[src/rtl/ofs_fim_eth_sb_tx_flow_ctrl_gen_if.sv]
// Sideband TX flow-control generator bundle: request inputs and message/status outputs.
// master = requester side, slave = generator side.
interface ofs_fim_eth_sb_tx_flow_ctrl_gen_if #(
    parameter int unsigned NUM_PFC   = 8,
    parameter int unsigned SB_DATA_W = 16
);
    logic                 enable;
    logic                 req_pause;
    logic [NUM_PFC-1:0]   req_pfc;
    logic                 sb_tvalid;
    logic [SB_DATA_W-1:0] sb_tdata;
    logic [NUM_PFC:0]     pub_state;
    logic                 busy;
    logic [15:0]          tx_msg_cnt;

    modport master (
        output enable, req_pause, req_pfc,
        input  sb_tvalid, sb_tdata, pub_state, busy, tx_msg_cnt
    );

    modport slave (
        input  enable, req_pause, req_pfc,
        output sb_tvalid, sb_tdata, pub_state, busy, tx_msg_cnt
    );
endinterface

[src/rtl/ofs_fim_eth_sb_tx_flow_ctrl_gen.sv]
// Turns level pause/PFC requests into spaced single-cycle sideband TX messages with XOFF refresh.
// Optional message counter enabled by defining OFS_FIM_ETH_SB_TX_MSG_CNT_EN.
module ofs_fim_eth_sb_tx_flow_ctrl_gen #(
    parameter int unsigned NUM_PFC   = 8,
    parameter int unsigned SB_DATA_W = 16,
    parameter int unsigned MIN_HOLD  = 16,
    parameter int unsigned REFRESH   = 1024
) (
    input logic clk,
    input logic rst_n,
    ofs_fim_eth_sb_tx_flow_ctrl_gen_if.slave sb
);

    localparam int unsigned VecW  = NUM_PFC + 1;
    localparam int unsigned HoldW = $clog2(MIN_HOLD);
    localparam int unsigned RefW  = $clog2(REFRESH);
    localparam logic [RefW-1:0]  RefMax   = RefW'(REFRESH - 1);
    localparam logic [HoldW-1:0] HoldLoad = HoldW'(MIN_HOLD - 2);

    typedef enum logic [1:0] {StIdle, StSend, StHold} state_e;

    state_e          state_q, state_d;
    logic [VecW-1:0] req_q;
    logic [VecW-1:0] snap_q, snap_d;
    logic [VecW-1:0] pub_q, pub_d;
    logic [HoldW-1:0] hold_q, hold_d;
    logic [RefW-1:0] ref_q, ref_d;
    logic            tvalid_q, tvalid_d;
    logic            ref_sat;

    always_ff @(posedge clk or negedge rst_n) begin
        if (!rst_n) begin
            state_q  <= StIdle;
            req_q    <= '0;
            snap_q   <= '0;
            pub_q    <= '0;
            hold_q   <= '0;
            ref_q    <= '0;
            tvalid_q <= 1'b0;
        end else begin
            state_q  <= state_d;
            req_q    <= {sb.req_pfc, sb.req_pause} & {VecW{sb.enable}};
            snap_q   <= snap_d;
            pub_q    <= pub_d;
            hold_q   <= hold_d;
            ref_q    <= ref_d;
            tvalid_q <= tvalid_d;
        end
    end

    assign ref_sat = (ref_q == RefMax);

    // The refresh counter restarts when SEND is entered, so refreshes repeat every REFRESH cycles.
    always_comb begin
        state_d  = state_q;
        snap_d   = snap_q;
        pub_d    = pub_q;
        hold_d   = hold_q;
        ref_d    = ref_q;
        tvalid_d = 1'b0;

        unique case (state_q)
            StIdle: begin
                if (pub_q == '0) begin
                    ref_d = '0;
                end else if (!ref_sat) begin
                    ref_d = ref_q + 1'b1;
                end
                if ((req_q != pub_q) || ((pub_q != '0) && ref_sat)) begin
                    state_d  = StSend;
                    snap_d   = req_q;
                    tvalid_d = 1'b1;
                    ref_d    = '0;
                end
            end
            StSend: begin
                pub_d = snap_q;
                if (!ref_sat) begin
                    ref_d = ref_q + 1'b1;
                end
                if (MIN_HOLD > 2) begin
                    state_d = StHold;
                    hold_d  = HoldLoad;
                end else begin
                    state_d = StIdle;
                    hold_d  = '0;
                end
            end
            StHold: begin
                if (!ref_sat) begin
                    ref_d = ref_q + 1'b1;
                end
                hold_d = hold_q - 1'b1;
                if (hold_q <= HoldW'(1)) begin
                    state_d = StIdle;
                    hold_d  = '0;
                end
            end
            default: begin
                state_d = StIdle;
            end
        endcase
    end

    always_comb begin
        sb.sb_tdata           = '0;
        sb.sb_tdata[VecW-1:0] = snap_q;
    end

    assign sb.sb_tvalid = tvalid_q;
    assign sb.pub_state = pub_q;
    assign sb.busy      = (state_q != StIdle);

`ifdef OFS_FIM_ETH_SB_TX_MSG_CNT_EN
    logic [15:0] msg_cnt_q;

    always_ff @(posedge clk or negedge rst_n) begin
        if (!rst_n) begin
            msg_cnt_q <= '0;
        end else if ((state_q == StSend) && (msg_cnt_q != 16'hFFFF)) begin
            msg_cnt_q <= msg_cnt_q + 16'd1;
        end
    end

    assign sb.tx_msg_cnt = msg_cnt_q;
`else
    assign sb.tx_msg_cnt = 16'd0;
`endif

endmodule
[src/flat_wrapper.sv]
// flat-port wrapper written by rule: the top's interface ports become plain ports
module ofs_fim_eth_sb_tx_flow_ctrl_gen_flat 
#(
    parameter int unsigned NUM_PFC   = 8,
    parameter int unsigned SB_DATA_W = 16,
    parameter int unsigned MIN_HOLD  = 16,
    parameter int unsigned REFRESH   = 1024
)
  (clk, rst_n, sb_enable, sb_req_pause, sb_req_pfc, sb_sb_tvalid, sb_sb_tdata, sb_pub_state, sb_busy, sb_tx_msg_cnt);
  ofs_fim_eth_sb_tx_flow_ctrl_gen_if #(.NUM_PFC(NUM_PFC), .SB_DATA_W(SB_DATA_W)) sb_i ();
  input logic clk;
  input logic rst_n;
  input wire logic [$bits(sb_i.enable)-1:0] sb_enable;
  input wire logic [$bits(sb_i.req_pause)-1:0] sb_req_pause;
  input wire logic [$bits(sb_i.req_pfc)-1:0] sb_req_pfc;
  output wire logic [$bits(sb_i.sb_tvalid)-1:0] sb_sb_tvalid;
  output wire logic [$bits(sb_i.sb_tdata)-1:0] sb_sb_tdata;
  output wire logic [$bits(sb_i.pub_state)-1:0] sb_pub_state;
  output wire logic [$bits(sb_i.busy)-1:0] sb_busy;
  output wire logic [$bits(sb_i.tx_msg_cnt)-1:0] sb_tx_msg_cnt;
  assign sb_i.enable = sb_enable;
  assign sb_i.req_pause = sb_req_pause;
  assign sb_i.req_pfc = sb_req_pfc;
  assign sb_sb_tvalid = sb_i.sb_tvalid;
  assign sb_sb_tdata = sb_i.sb_tdata;
  assign sb_pub_state = sb_i.pub_state;
  assign sb_busy = sb_i.busy;
  assign sb_tx_msg_cnt = sb_i.tx_msg_cnt;
  ofs_fim_eth_sb_tx_flow_ctrl_gen #(.NUM_PFC(NUM_PFC), .SB_DATA_W(SB_DATA_W), .MIN_HOLD(MIN_HOLD), .REFRESH(REFRESH)) u_core (.clk(clk), .rst_n(rst_n), .sb(sb_i));
endmodule
[config.mk]
export PLATFORM = sky130hd
export DESIGN_NAME = ofs_fim_eth_sb_tx_flow_ctrl_gen_flat
export DESIGN_NICKNAME = d
export VERILOG_FILES = /design/src/rtl/ofs_fim_eth_sb_tx_flow_ctrl_gen_if.sv /design/src/rtl/ofs_fim_eth_sb_tx_flow_ctrl_gen.sv /design/src/flat_wrapper.sv
export SDC_FILE = /design/constraint.sdc
export NUM_CORES = 1
export LEC_CHECK = 0
export CAP_MARGIN = 15
export CORE_MARGIN = 2
export CORE_UTILIZATION = 53
export DETAILED_ROUTE_END_ITERATION = 12
export PLACE_DENSITY = 0.85
export SLEW_MARGIN = 40
export SYNTH_ARGS = -nofsm -noshare
export SYNTH_HDL_FRONTEND = slang
export SYNTH_SLANG_ARGS = --single-unit
export TNS_END_PERCENT = 1
[constraint.sdc]
create_clock -name clk -period 3.4 [get_ports clk]
set_clock_uncertainty 0.1 [all_clocks]
set_input_delay 0.68 -clock clk [delete_from_list [all_inputs] [get_ports clk]]
set_output_delay 0.68 -clock clk [all_outputs]
set_load 0.005 [all_outputs]
==> out/qor.csv, run 1 <==
metric;value;unit
worst hold path type;in -> async;
slowest stage delay, CP;0.50;ns
Post-synth ARST share;1.00;
unrepaired setup endpoints after global routing;no;
TritonCTS clock tree;done;
clock tree root buffer cell;clkbuf_8;
# IOs;55;
die extent in x;69.7;um
sequential element share of the synthesized area;0.482;
clock network fraction of total power;0.151;
clock latency at the later pin of the worst-skew pair;0.29;ns
Synth Instances;207;
layout net count;261;
maxcap violations;0;
Final Instance Area;0.00262;mm^2
R2R Path Start;u_core.sb.pub_state[2]$_DFFE_PN0N_;
Detailed Route WL;3.99;mm
syn avg cell area;11.0;um^2
Crit path max-delay family;buffers and inverters;
Worst slew margin;0.641;
cells along the critical path;inv_1, ha_1, inv_1, clkdlybuf4s50_1;
I/O Buffers;31;
effective utilization at floorplan;0.559;
clock buffer depth;2;
Post-synth EDFFs;0;
vias in the first global route;1464;
Placeable Area;0.00409;mm^2
fin util;0.641;
Sw Share;0.349;
Worst Hold Slack;0.254;ns
P per Cell Area;768;mW/mm^2
drt first pass iters;4;
CP Capture Type;primary output;
Final Max Slew Viols;0;
Arrival @ worst endpoint;1.62;ns
worst-margin pin slew;0.538;ns
clk sink count;44;
Mapped Area;0.00229;mm^2
die area;0.00485;mm^2
Setup-failing EPs final;0;
Hold Buf Count CTS;0;
DP Wirelength;2.89;mm
VDD IR max;0.433;mV
DRC Markers;0;
max frequency;0.416;GHz
Int Power;1.31;mW
critical path class;reg -> out;
synthesized flop and latch total;44;
initial antenna violation count;0;
logic gate share of total power;0.437;
synth unique cells;36;
H-tree lvl count;2;
CTS clock-pin slew for the worst setup and hold paths;0.08;ns
Final Hold Viols;0;
critical path's most frequent cell;inv_1;
CP startpoint;u_core.state_q[0]$_DFFE_PN0P_;
Initial DRC Count;102;
CP max-delay cell;clkdlybuf4s50_1;
status;complete, no violations;
vias;1485;
layout cells sized above 1;0.121;
post-CTS setup buffer count;0;
ys flop type;dfrtp_1;
Area Overhead vs Synth;14.7;%
net switching power;0.702;mW
CP Buf/Inv Count;3;
Period minus WS final;2.40;ns
crit share post-route;0.706;
num rows;23;
TritonCTS buffer count;5;
grt ovf;0;
area post-placement;0.00254;mm^2
Synth warnings;0;
Leak;1.19;nW
GP Congestion;0.794;
Data required, critical path;2.62;ns
ANT cells;0;
largest net degree at the start of global routing;45;
total track usage;0.174;
Max FO, Critical Path;5;
nature of the critical path startpoint;flip-flop;
Tot Pwr;2.01;mW
CTS resizes;0;
DRT antenna net count;0;
part of the power in registers;0.412;
total negative slack;0;ns
first-pass GRT wire length;6.74;mm
filler instances;337;
DIE HEIGHT;69.7;um
drt wl/cell;13.8;um
Via density;5.12;
-- worst reg2reg max path, delay by kind of cell, from the launching register on --
family / cells / cell delay, ns
muxes: 1 / 0.39
AOI/OAI and AO/OA: 1 / 0.38
DFF: 1 / 0.42
and+or+nand+nor: 3 / 0.97
-- path summary, 6_finish.rpt --
check,end,slack [ns],cells after the start
min,u_core.hold_q[2]$_DFFE_PN0P_,0.25,1
max in group asynchronous,u_core.sb.pub_state[4]$_DFFE_PN0N_,2.56,1
max,sb_busy,1.0,4
min in group clk,u_core.snap_q[5]$_DFFE_PN0P_,0.42,1
min reg2reg,u_core.snap_q[5]$_DFFE_PN0P_,0.42,1
max reg2reg,u_core.snap_q[0]$_DFFE_PN0P_,1.02,5
-- metrics by stage --
step,setup WS (ns),std cells
finish,0.999,290
global route,0.900,290
CTS,0.963,290
detailed placement,1.00,283
global placement,1.07,283
floorplan,1.28,229
-- power groups by stage --
stage | logic, mW | registers, mW | clock network (mW)
after floorplan | 0.575 | 0.813 | 0
after global placement | 0.862 | 0.829 | 0
after detailed placement | 0.889 | 0.833 | 0
after CTS | 0.896 | 0.827 | 0.315
after global routing | 0.976 | 0.849 | 0.332
final | 0.880 | 0.829 | 0.304
-- placed cells by master (no fill, tap or decap), types with 2 or more instances in the layout --
| cell type | n |
|---|---|
| clkdlybuf4s50_1 | 30 |
| xnor2_1 | 9 |
| dfrtp_1 | 44 |
| clkbuf_8 | 5 |
| nand2b_1 | 2 |
| nor2_1 | 12 |
| ha_1 | 9 |
| a21o_1 | 3 |
| mux2_1 | 2 |
| conb_1 | 23 |
| nor3_1 | 7 |
| mux2i_1 | 3 |
| o21ai_0 | 6 |
| mux2_2 | 18 |
| inv_1 | 8 |
| and4_1 | 2 |
| nand3_1 | 10 |
| a31oi_1 | 2 |
| and2_1 | 9 |
| and3_1 | 3 |
| nand2_1 | 11 |
| a22o_1 | 3 |
| nand4_1 | 4 |
-- metal layers --
| metal | vias to the layer above | part of all wire | GRT usage |
|---|---|---|---|
| met5 | - | 0 | 0 |
| met4 | 0 | 0.013 | 0.0513 |
| met3 | 6 | 0.050 | 0.0480 |
| met2 | 36 | 0.48 | 0.285 |
| met1 | 710 | 0.45 | 0.225 |
| li1 | 733 | - | - |
-- cells in the mapped netlist (2+ instances only) --
library cell / count / area share
mux2_2: 18 / 0.089
inv_1: 8 / 0.013
nand2_1: 11 / 0.018
nand4_1: 4 / 0.011
a31oi_1: 2 / 0.0055
mux2_1: 2 / 0.0099
nor2_1: 12 / 0.020
and3_1: 3 / 0.0082
clkbuf_1: 3 / 0.0049
buf_4: 23 / 0.076
and2_1: 9 / 0.025
o21ai_0: 6 / 0.013
dfrtp_1: 44 / 0.48
nor3_1: 7 / 0.015
nand3_1: 10 / 0.022
a21o_1: 3 / 0.0099
xnor2_1: 9 / 0.034
mux2i_1: 3 / 0.013
nand2b_1: 2 / 0.0055
a22o_1: 3 / 0.011
and4_1: 2 / 0.0077
ha_1: 9 / 0.049
-- flip-flops by register name, summed over array words and instances (netlist names) --
| signal | count |
|---|---|
| u_core.snap_q | 9 |
| u_core.req_q | 9 |
| u_core.state_q | 2 |
| u_core.ref_q | 10 |
| u_core.sb.sb_tvalid | 1 |
| u_core.sb.pub_state | 9 |
| u_core.hold_q | 4 |
-- cell families (layout without fill, tap and decap cells) --
group,after synthesis,after routing,share of synthesized area
adder cells (fa/ha/maj),9,9,0.0493
buffers and inverters,35,46,0.0985
multiplexers,23,23,0.112
other,1,23,0.00164
AND/OR/NAND/NOR,67,67,0.164
XOR/XNOR,9,9,0.0345
flip-flops,44,44,0.482
AO/OA/AOI/OAI,19,19,0.0591
-- cell type report --
| cell class | instances | area (um^2) | area share |
|---|---|---|---|
| Clock buffer | 6 | 72.6 | 0.0277 |
| Clock inverter | 1 | 5.00 | 0.00191 |
| Inverter | 8 | 30.0 | 0.0115 |
| Multi-Input combinational cell | 150 | 1040 | 0.398 |
| Sequential cell | 44 | 1100 | 0.420 |
| Tap cell | 50 | 62.6 | 0.0239 |
| Timing Repair Buffer | 31 | 308 | 0.117 |
(Power assumes the default switching activity.)
==> run 2, diff against run 1 <==
- CORE_UTILIZATION: 53 -> 49
- PLACE_DENSITY: 0.85 -> 0.79
- clock period: 3.4 -> 2.3 ns (I/O delays scaled with it)
==> run 2 against run 1 <==
- register-to-register slack lost 0.97 ns
- power rose by 57%
- count of clock-buffer cells in the layout unchanged
- utilization shrank 2.6 points
- sequential cell count is the same
- combinational power up 65%
- setup slack got worse by 0.95 ns
- worst hold slack got worse by 0.14 ns
- cell count increased by 3.8%
- largest cell class unchanged
- largest power group unchanged
- highest routed layer unchanged
==> out/qor.csv, run 2 (same netlist as run 1, synthesis figures left out) <==
metric;value;unit
clock buffer depth;2;
clock latency at the later pin of the worst-skew pair;0.30;ns
layout cells sized above 1;0.161;
DRT antenna net count;0;
slowest stage delay, CP;0.55;ns
CTS clock-pin slew for the worst setup and hold paths;0.09;ns
Worst slew margin;0.638;
Max FO, Critical Path;10;
VDD IR max;0.610;mV
DIE HEIGHT;72.3;um
P per Cell Area;1160;mW/mm^2
DP Wirelength;2.93;mm
Arrival @ worst endpoint;2.33;ns
worst-margin pin slew;0.543;ns
Data required, critical path;2.38;ns
Area Overhead vs Synth;18.9;%
CP startpoint;u_core.sb.pub_state[2]$_DFFE_PN0N_;
effective utilization at floorplan;0.518;
TritonCTS buffer count;5;
# IOs;55;
Hold Buf Count CTS;0;
R2R Path Start;u_core.sb.pub_state[2]$_DFFE_PN0N_;
largest net degree at the start of global routing;45;
drt wl/cell;13.4;um
ANT cells;0;
Final Max Slew Viols;0;
DRC Markers;0;
vias in the first global route;1449;
drt first pass iters;4;
status;complete, no violations;
total track usage;0.168;
grt ovf;0;
Period minus WS final;2.25;ns
GP Congestion;0.831;
die area;0.00523;mm^2
Final Non-Filler Cells;301;
worst hold path type;in -> async;
Final Hold Viols;0;
Placeable Area;0.00441;mm^2
most common cell after layout, fill and taps aside;dfrtp_1;
Tot Pwr;3.16;mW
max frequency;0.444;GHz
post-CTS setup buffer count;0;
maxcap violations;0;
TritonCTS clock tree;done;
Initial DRC Count;101;
clock tree root buffer cell;clkbuf_8;
clk sink count;44;
crit share post-route;0.980;
most frequent cells in the layout;dfrtp_1, clkdlybuf4s50_1, conb_1, mux2_2, nor2_1;
die extent in x;72.3;um
num rows;24;
first-pass GRT wire length;6.70;mm
max FFs per register;10;
CP Buf/Inv Count;1;
I/O Buffers;31;
H-tree lvl count;2;
vias;1529;
cells along the critical path;or4_4, nor4_4, nand2b_1, a21o_1, buf_12, mux2_2;
CP Capture Type;flip-flop;
CP Depth;6;
Via density;5.08;
CP max-delay cell;or4_4;
fin util;0.616;
layout net count;269;
Leak;1.25;nW
placed cells;293;
Detailed Route WL;4.04;mm
Setup-failing EPs final;0;
Reg2Reg Depth;6;
initial antenna violation count;0;
Crit path max-delay family;simple AND/OR/NAND/NOR gates;
largest reg by FF count;u_core.ref_q;
CTS resizes;0;
critical path class;reg -> reg;
nature of the critical path startpoint;flip-flop;
## run 2: final cells by class
cell class	instances	area (um^2)
fill	352	1700
sequential	44	1100
multi-input combinational	150	1050
timing repair buffer	39	378
clock buffer	6	82.6
tap	52	65.1
inverter	8	30.0
clock inverter	2	10.0
## run 2: final timing paths
path / slack [ns] / endpoint
max in group asynchronous: 1.59 / u_core.state_q[0]$_DFFE_PN0P_
setup / recovery: 0.05 / u_core.snap_q[0]$_DFFE_PN0P_
hold / removal: 0.12 / u_core.hold_q[2]$_DFFE_PN0P_
hold reg to reg: 0.43 / u_core.snap_q[6]$_DFFE_PN0P_
min in group clk: 0.43 / u_core.snap_q[6]$_DFFE_PN0P_
setup reg to reg: 0.05 / u_core.snap_q[0]$_DFFE_PN0P_
## run 2: metal layers
layer,track usage,share of wire
met1,0.212,0.45
met2,0.280,0.48
met3,0.0514,0.058
met4,0.0503,0.011
met5,0,0
## run 2: metrics by stage
stage / setup TNS [ns] / hold slack (ns) / area [um^2] / setup slack (ns)
after detailed placement: 0 / 0.405 / 2620 / 0.115
final: 0 / 0.119 / 2720 / 0.0469
after global routing: -0.0182 / 0.171 / 2720 / -0.0124
after global placement: 0 / 0.384 / 2620 / 0.169
after CTS: 0 / 0.148 / 2710 / 0.0832
after floorplan: 0 / 0.0644 / 2370 / 0.176
## run 2: where the power goes
group          switching [mW]  total (mW)  leakage [nW]  internal [mW]
Combinational           0.611        1.45         0.632          0.836
Sequential              0.214        1.22         0.565           1.00
Clock                   0.258       0.498        0.0510          0.240
Total                    1.08        3.16          1.25           2.08
==> run 3, diff against run 2 <==
- CORE_MARGIN: 2 -> 8
- HOLD_SLACK_MARGIN: not set -> 0.06
- SETUP_SLACK_MARGIN: not set -> 0.3
==> run 3 against run 2 <==
- count of clock-buffer cells in the layout is 1 lower
- global-route usage down 3.3 points
- setup slack gained 0.15 ns
- wire length rose by 15%
- sequential share of layout area fell by 1.3 points
- largest power group unchanged
==> out/qor.csv, run 3 (same netlist as run 1, synthesis figures left out) <==
metric;value;unit
vias;1568;
TritonCTS clock tree;done;
worst-margin pin slew;0.522;ns
GP Congestion;0.827;
largest reg by FF count;u_core.ref_q;
Worst slew margin;0.652;
Placeable Area;0.00460;mm^2
nature of the critical path startpoint;flip-flop;
Initial DRC Count;101;
largest net degree at the start of global routing;24;
# IOs;55;
Via density;5.11;
P per Cell Area;1190;mW/mm^2
Worst Slack Setup Final;0.199;ns
R2R Path Start;u_core.sb.pub_state[4]$_DFFE_PN0N_;
Final Hold Viols;0;
DRT antenna net count;0;
Data required, critical path;2.39;ns
first-pass GRT wire length;7.98;mm
ANT cells;0;
DRC Markers;0;
R2R Path End;u_core.snap_q[8]$_DFFE_PN0P_;
H-tree lvl count;2;
FF-to-FF setup slack;0.20;ns
Arrival @ worst endpoint;2.19;ns
num rows;25;
VDD IR max;0.574;mV
clock buffer depth;2;
worst slack at placement;-0.00810;ns
unrepaired setup endpoints after global routing;yes;
Reg2Reg Depth;5;
crit share post-route;0.913;
worst hold path type;reg -> reg;
max frequency;0.476;GHz
CP Capture Type;flip-flop;
clock tree root buffer cell;clkbuf_8;
clock latency at the later pin of the worst-skew pair;0.30;ns
most frequent cells in the layout;dfrtp_1, clkdlybuf4s50_1, conb_1, mux2_2, nor2_1;
critical path class;reg -> reg;
Period minus WS final;2.10;ns
drt first pass iters;4;
grt ovf;0;
Final Non-Filler Cells;307;
I/O Buffers;31;
max FFs per register;10;
die extent in x;84.3;um
Leak;1.28;nW
clk sink count;44;
Detailed Route WL;4.66;mm
Setup-failing EPs final;0;
Area Overhead vs Synth;22.9;%
die area;0.00711;mm^2
Worst Hold Slack;0.434;ns
layout cells sized above 1;0.186;
critical path capture point;u_core.snap_q[8]$_DFFE_PN0P_;
total track usage;0.136;
DIE HEIGHT;84.3;um
TritonCTS buffer count;5;
CP startpoint;u_core.sb.pub_state[4]$_DFFE_PN0N_;
maxcap violations;0;
drt wl/cell;15.2;um
initial antenna violation count;0;
Final Max Slew Viols;0;
layout net count;273;
most common cell after layout, fill and taps aside;dfrtp_1;
vias in the first global route;1671;
status;complete, no violations;
Max FO, Critical Path;5;
effective utilization at floorplan;0.497;
CTS clock-pin slew for the worst setup and hold paths;0.09;ns
placed cells;293;
DP Wirelength;3.39;mm
## run 3: layout make-up
type / instances / area [um^2]
clock buffer: 5 / 68.8
timing repair buffer: 42 / 402
sequential: 44 / 1100
fill: 367 / 1790
multi-input combinational: 151 / 1090
inverter: 8 / 30.0
clock inverter: 3 / 46.3
tap: 54 / 67.6
## run 3: worst min-delay path by stage
stage / slack, ns / startpoint / end / depth (start not counted)
floorplan: 0.06 / rst_n / u_core.hold_q[0]$_DFFE_PN0P_ / 0
global placement: 0.36 / rst_n / u_core.req_q[0]$_DFF_PN0_ / 1
detailed placement: 0.36 / rst_n / u_core.req_q[2]$_DFF_PN0_ / 1
CTS: 0.43 / u_core.req_q[5]$_DFF_PN0_ / u_core.snap_q[5]$_DFFE_PN0P_ / 1
global route: 0.45 / u_core.req_q[5]$_DFF_PN0_ / u_core.snap_q[5]$_DFFE_PN0P_ / 1
finish: 0.43 / u_core.req_q[5]$_DFF_PN0_ / u_core.snap_q[5]$_DFFE_PN0P_ / 1
## run 3: report_power, final
part	switching [mW]	total, mW	internal, mW	leakage (nW)
sequential	0.207	1.21	1.00	0.565
combinational	0.671	1.53	0.857	0.657
clock	0.272	0.599	0.327	0.0548
## run 3: per-layer routing
layer  track usage  vias to the layer above  share of wire
met5             0                        -              0
met4        0.0424                        0          0.014
met3        0.0639                        8          0.083
met2         0.236                       44           0.51
met1         0.141                      753           0.39
li1              -                      763              -
## run 3: critical path, cell delays in order (launching register included)
cell      delay (ns)
dfrtp_1         0.44
or4_4           0.51
nor4_4          0.23
nand2b_4        0.20
a21o_4          0.17
mux2_2          0.34
## run 3: through the flow
| step | setup TNS [ns] | power, mW | utilization | area [um^2] |
|---|---|---|---|---|
| CTS | 0 | 3.29 | 0.600 | 2760 |
| global route | 0 | 3.57 | 0.611 | 2810 |
| global placement | 0 | 2.59 | 0.568 | 2610 |
| finish | 0 | 3.34 | 0.611 | 2810 |
| detailed placement | -0.00810 | 2.63 | 0.568 | 2610 |
| floorplan | 0 | 2.05 | - | 2380 |
## run 3: timing repair
action,4_1_cts,5_1_grt
endpoints found under the setup margin,14,19
gates resized for setup,3,5
pin swaps,0,3
cloned,0,1
hold endpoints to repair,22,0
buffers inserted,2,2
hold buffers,1,0
